File: config.mk
export PLATFORM = sky130hd
export DESIGN_NAME = cp0_wr_sched
export DESIGN_NICKNAME = d
export VERILOG_FILES = /design/src/rtl/cp0_wr_sched.sv
export SDC_FILE = /design/constraint.sdc
export NUM_CORES = 1
export LEC_CHECK = 0
export CAP_MARGIN = 30
export CORE_MARGIN = 10
export CORE_UTILIZATION = 37
export DETAILED_ROUTE_END_ITERATION = 10
export GPL_ROUTABILITY_DRIVEN = 0
export GPL_TIMING_DRIVEN = 1
export HOLD_SLACK_MARGIN = 0.06
export PLACE_DENSITY = 0.91
export SLEW_MARGIN = 15
export SYNTH_ARGS = -nofsm -noshare
export SYNTH_HDL_FRONTEND = slang
export SYNTH_SLANG_ARGS = --single-unit
export TNS_END_PERCENT = 100
File: constraint.sdc
create_clock -name clk -period 2.9 [get_ports clk]
set_input_delay 0.435 -clock clk [delete_from_list [all_inputs] [get_ports clk]]
set_output_delay 0.435 -clock clk [all_outputs]
set_load 0.1 [all_outputs]
File: src/rtl/cp0_wr_sched.sv
// cp0_wr_sched: shares the single CP0 write port between exception entry, ERET, MTC0 and Count.
// Build option CP0_TIMER_EN enables the Count tick, skipped-tick tracking and timer_int_o.
module cp0_wr_sched (
    input  logic        clk,
    input  logic        rst,
    input  logic        mtc0_req_i,
    input  logic [4:0]  mtc0_addr_i,
    input  logic [31:0] mtc0_data_i,
    output logic        mtc0_ack_o,
    input  logic        exc_req_i,
    input  logic [4:0]  exc_code_i,
    input  logic [31:0] exc_pc_i,
    output logic        exc_busy_o,
    output logic        exc_done_o,
    input  logic        eret_req_i,
    output logic        eret_ack_o,
    input  logic [31:0] status_i,
    input  logic [31:0] cause_i,
    input  logic [31:0] count_i,
    input  logic [31:0] compare_i,
    output logic        we_o,
    output logic [4:0]  waddr_o,
    output logic [31:0] wdata_o,
    output logic        timer_int_o
);

    localparam logic [4:0] AddrCount   = 5'd1;
    localparam logic [4:0] AddrCompare = 5'd2;
    localparam logic [4:0] AddrStatus  = 5'd3;
    localparam logic [4:0] AddrCause   = 5'd4;
    localparam logic [4:0] AddrEpc     = 5'd5;

    typedef enum logic [1:0] {StIdle, StExcEpc, StExcCause, StExcStatus} state_e;

    state_e      state_q;
    logic [4:0]  code_q;
    logic [31:0] pc_q;
    logic        we_q;
    logic [4:0]  waddr_q;
    logic [31:0] wdata_q;
    logic        mtc0_ack_q;
    logic        eret_ack_q;
    logic        exc_done_q;
    logic        exc_busy_q;
    logic        timer_q;

    logic is_idle;
    logic take_exc;
    logic take_eret;
    logic take_mtc0;
    logic port_free;

    always_comb begin
        is_idle   = (state_q == StIdle);
        take_exc  = is_idle & exc_req_i;
        // A request still high in its own ack cycle is the one just served.
        take_eret = is_idle & ~exc_req_i & eret_req_i & ~eret_ack_q;
        take_mtc0 = is_idle & ~exc_req_i & ~take_eret & mtc0_req_i & ~mtc0_ack_q;
        port_free = is_idle & ~exc_req_i & ~take_eret & ~take_mtc0;
    end

`ifdef CP0_TIMER_EN
    logic [2:0]  pending_q;
    logic [31:0] pend_inc;
    logic [31:0] count_next;
    logic [31:0] cmp_diff;
    logic        timer_hit;

    always_comb begin
        pend_inc   = {29'd0, pending_q} + 32'd1;
        count_next = count_i + pend_inc;
        cmp_diff   = compare_i - count_i;
        // Skipped values always fire; the value actually written needs a non-zero Compare.
        timer_hit  = (cmp_diff != 32'd0) &&
                     ((cmp_diff < pend_inc) || ((cmp_diff == pend_inc) && (compare_i != 32'd0)));
    end

    always_ff @(posedge clk) begin
        if (rst) begin
            pending_q <= 3'd0;
        end else if (port_free || (take_mtc0 && (mtc0_addr_i == AddrCount))) begin
            pending_q <= 3'd0;
        end else if (pending_q != 3'd7) begin
            pending_q <= pending_q + 3'd1;
        end
    end
`else
    logic unused_timer;
    assign unused_timer = ^{count_i, compare_i, port_free};
`endif

    logic unused_cause;
    assign unused_cause = ^cause_i[6:2];

    always_ff @(posedge clk) begin
        if (rst) begin
            state_q    <= StIdle;
            code_q     <= 5'd0;
            pc_q       <= 32'd0;
            we_q       <= 1'b0;
            waddr_q    <= 5'd0;
            wdata_q    <= 32'd0;
            mtc0_ack_q <= 1'b0;
            eret_ack_q <= 1'b0;
            exc_done_q <= 1'b0;
            exc_busy_q <= 1'b0;
            timer_q    <= 1'b0;
        end else begin
            we_q       <= 1'b0;
            waddr_q    <= 5'd0;
            wdata_q    <= 32'd0;
            mtc0_ack_q <= 1'b0;
            eret_ack_q <= 1'b0;
            exc_done_q <= 1'b0;
            exc_busy_q <= take_exc | ~is_idle;
            unique case (state_q)
                StIdle: begin
                    if (take_exc) begin
                        code_q  <= exc_code_i;
                        pc_q    <= exc_pc_i;
                        // EPC must not be overwritten while EXL is already set.
                        state_q <= status_i[1] ? StExcCause : StExcEpc;
                    end else if (take_eret) begin
                        we_q       <= 1'b1;
                        waddr_q    <= AddrStatus;
                        wdata_q    <= status_i & ~32'h2;
                        eret_ack_q <= 1'b1;
                    end else if (take_mtc0) begin
                        we_q       <= 1'b1;
                        waddr_q    <= mtc0_addr_i;
                        wdata_q    <= mtc0_data_i;
                        mtc0_ack_q <= 1'b1;
                        if (mtc0_addr_i == AddrCompare) begin
                            timer_q <= 1'b0;
                        end
                    end
`ifdef CP0_TIMER_EN
                    else begin
                        we_q    <= 1'b1;
                        waddr_q <= AddrCount;
                        wdata_q <= count_next;
                        if (timer_hit) begin
                            timer_q <= 1'b1;
                        end
                    end
`endif
                end
                StExcEpc: begin
                    we_q    <= 1'b1;
                    waddr_q <= AddrEpc;
                    wdata_q <= pc_q;
                    state_q <= StExcCause;
                end
                StExcCause: begin
                    we_q    <= 1'b1;
                    waddr_q <= AddrCause;
                    wdata_q <= {cause_i[31:7], code_q, cause_i[1:0]};
                    state_q <= StExcStatus;
                end
                StExcStatus: begin
                    we_q       <= 1'b1;
                    waddr_q    <= AddrStatus;
                    wdata_q    <= status_i | 32'h2;
                    exc_done_q <= 1'b1;
                    state_q    <= StIdle;
                end
                default: state_q <= StIdle;
            endcase
        end
    end

    assign we_o       = we_q;
    assign waddr_o    = waddr_q;
    assign wdata_o    = wdata_q;
    assign mtc0_ack_o = mtc0_ack_q;
    assign eret_ack_o = eret_ack_q;
    assign exc_done_o = exc_done_q;
    assign exc_busy_o = exc_busy_q;
`ifdef CP0_TIMER_EN
    assign timer_int_o = timer_q;
`else
    assign timer_int_o = 1'b0;
`endif

endmodule

==> flow_summary.json <==
{
  "status": "finished clean",
  "n_antenna_cell": 0,
  "fmax_ghz": 0.4698,
  "cts_root_buffer": "clkbuf_8",
  "seqCellArea_um2": 1622,
  "dp.cells": 635,
  "wl_met1_um": 4661,
  "cap_violations": 0,
  "cts_tree": "done",
  "synth-seq-area-share": 0.4809,
  "io_pins": 250,
  "worst_setup_path_end_kind": "flop",
  "hold_viol_final": 0,
  "met2_wirelength_um": 6678,
  "critPathKind": "flop to flop",
  "syn_nets": 584,
  "fillCellCount": 760,
  "finalCriticalPeriod_ns": 2.129,
  "core_area_um2": 8806,
  "antenna_found_initial": 0,
  "yosysWarnings": 0,
  "fin_nets": 750,
  "stdcell_area_um2": 5329,
  "path_clk_slew_ns": 0.09,
  "drive_gt1_frac": 0.1368,
  "synth_cells": 372,
  "start_kind": "flop",
  "fp.dieH_um": 115.5,
  "p_leak_nw": 2.072,
  "clock-skew-final_ns": 0.01305,
  "multi_input_area_um2": 1554,
  "first_global_vias": 3818,
  "wl_per_cell_um": 19.94,
  "vias": 3584,
  "htree_levels": 3,
  "worst_slew_pin_slew_ns": 0.7648,
  "placed_cell_area_um2": 5097,
  "worstPathRequired_ns": 3.11,
  "drv_slew": 0,
  "rsz0062_at_grt": "no",
  "grt_max_degree": 43,
  "cts_sinks": 81,
  "pre_cts_ws_ns": 0.6786,
  "postCtsSetupBuffers": 0,
  "place_hpwl_um": 9723,
  "reg2reg_depth": 6,
  "crit_fanout": 18,
  "drc": 0,
  "cts_buffers": 9,
  "hp-class": "input port to flop",
  "cpMaxStageDelayCell": "ha_1",
  "holdPathEnd": "waddr_o[2]",
  "finalWorstSetupSlack_ns": 0.7714,
  "wl_um": 12940,
  "dieArea_um2": 13330,
  "port_buffers": 179,
  "critical_path.cell_chain": "inv_1 -> ha_1 -> buf_4 -> a222oi_1 -> nor2_1 -> a221o_1",
  "post_cts_resized": 0,
  "pwr_density_cell_nw_per_um2": 746.8,
  "startpoint": "state_q[0]",
  "synthesis.area_um2": 3372,
  "start_util": 0.3829,
  "synth_seq_cells": 81,
  "fin_hold_ws_ns": 0.3744,
  "top_layer": "met4",
  "rows": 34,
  "dieWidth_um": 115.5,
  "wl_met3_um": 1214,
  "setup_viol": 0,
  "p_total_mw": 3.980,
  "via_per_inst": 5.522,
  "insertion_delay_ns": 0.33,
  "hold_path.startpoint": "rst",
  "drt_iter0_drc": 461,
  "drtPass1Iterations": 9,
  "synth.avg_cell_area_um2": 9.064,
  "gr-total-overflow": 0,
  "ctsHoldBuffers": 0,
  "grt_pass1_wl_um": 19510,
  "area_growth_pct": 58.03,
  "cp.arrival_ns": 2.34,
  "layout.cells.non_filler": 649,
  "relSlewSlack": 0.4901,
  "globalRouteTotalUtil": 0.1854,
  "min_period_over_period": 0.7340,
  "vdd_ir_drop_max_mv": 0.2970,
  "reg2reg_slack_ns": 0.77,
  "final_util": 0.6051,
  "r2r_start": "state_q[0]",
  "setup_tns_ns": 0,
  "hold_depth": 2,
  "cts_max_path_buffers": 2,
  "ant_nets": 0,
  "cpPeakStageDelay_ns": 0.46,
  "netlist-cell-type-count": 31,
  "r2r-end": "wdata_o[3]"
}
-- power by group --
part | switching (mW) | internal, mW | leakage (nW)
logic | 1.14 | 0.521 | 1.29
registers | 0.0699 | 1.27 | 0.662
clock network | 0.391 | 0.588 | 0.115
total | 1.60 | 2.38 | 2.07
-- cells in the mapped netlist --
| cell type | count | area [um2] |
|---|---|---|
| or2_2 | 2 | 12.51 |
| a221o_1 | 31 | 310.3 |
| a222oi_1 | 31 | 310.3 |
| nor4_4 | 1 | 21.27 |
| a21oi_1 | 42 | 210.2 |
| o211ai_1 | 2 | 15.01 |
| nor4b_4 | 1 | 23.77 |
| nor2_1 | 33 | 123.9 |
| o21ai_0 | 2 | 10.01 |
| conb_1 | 1 | 3.750 |
| a311oi_1 | 1 | 8.760 |
| nand2_1 | 79 | 296.5 |
| a221oi_1 | 1 | 8.760 |
| nor3b_1 | 1 | 7.510 |
| ha_1 | 5 | 62.56 |
| nand2b_1 | 5 | 31.28 |
| or4_1 | 2 | 15.01 |
| buf_6 | 4 | 45.04 |
| buf_2 | 10 | 50.05 |
| nor3_1 | 1 | 5.000 |
| and3b_1 | 2 | 17.52 |
| clkbuf_1 | 17 | 63.81 |
| dfxtp_1 | 81 | 1622 |
| a211oi_1 | 1 | 7.510 |
| nor2b_2 | 1 | 8.760 |
| nor4_1 | 1 | 6.260 |
| buf_4 | 2 | 15.01 |
| nor2b_1 | 3 | 18.77 |
| and2_1 | 3 | 18.77 |
| inv_1 | 2 | 7.510 |
| buf_1 | 4 | 15.01 |
-- kinds of logic (layout without fill, tap and decap cells) --
group	after synthesis	count (layout)	share of synthesized area
simple gates	135	135	0.1800
buf+inv	39	208	0.05825
compound gates	111	111	0.2612
flops	81	81	0.4809
other cells	1	1	0.001112
fa+ha+maj	5	5	0.01855
-- layer usage --
| layer | GRT usage | up-vias |
|---|---|---|
| met5 | 0 | - |
| met4 | 0.09037 | 0 |
| met3 | 0.05685 | 29 |
| met2 | 0.3398 | 184 |
| met1 | 0.1873 | 1666 |
| li1 | - | 1705 |
-- final cells by class --
cell class              count  share of cell area
well taps                 108             0.02536
flip-flops and latches     81              0.3043
repair buffers            192              0.3339
multi-input cells         252              0.2916
clock inverters             3             0.01691
clock buffers              11             0.02653
inverters                   2            0.001409
-- worst max-delay path, delay by kind of cell, from the launching register on --
kind	cells	cell delay, ns
DFF	1	0.38
AOI/OAI and AO/OA	2	0.65
adders and majority gates	1	0.46
buffers and inverters	2	0.43
and+or+nand+nor	1	0.07
-- sequential cells by signal, indices dropped and copies added, names as in the netlist --
register    flops
eret_ack_o      1
exc_done_o      1
code_q          5
waddr_o         5
we_o            1
pc_q           32
state_q         2
mtc0_ack_o      1
wdata_o        32
exc_busy_o      1
-- worst max path at each step --
stage	to	depth (start not counted)
6_report	wdata_o[3]	6
2_1_floorplan	wdata_o[10]	4
3_3_place_gp	wdata_o[21]	5
4_1_cts	wdata_o[21]	5
3_5_place_dp	wdata_o[21]	5
5_1_grt	wdata_o[13]	5
-- layout by cell type (no fill, tap or decap) --
master and count:
nor4_1 1, conb_1 1, o21ai_0 2, and2_1 3
a221oi_1 1, or2_2 2, clkbuf_1 1, nor3_1 1
nand2_1 79, and3b_1 2, nor2b_2 1, buf_4 55
o211ai_1 2, clkbuf_8 10, nor4b_4 1, buf_2 1
ha_1 5, dfxtp_1 81, a211oi_1 1, inv_1 2
or4_1 2, nor3b_1 1, clkdlybuf4s50_1 136, nor4_4 1
a311oi_1 1, a21oi_1 42, nor2b_1 3, nor2_1 33
nand2b_1 5, a221o_1 31, a222oi_1 31, bufinv_16 3
Note: power is estimated with default switching activity, not from simulation.
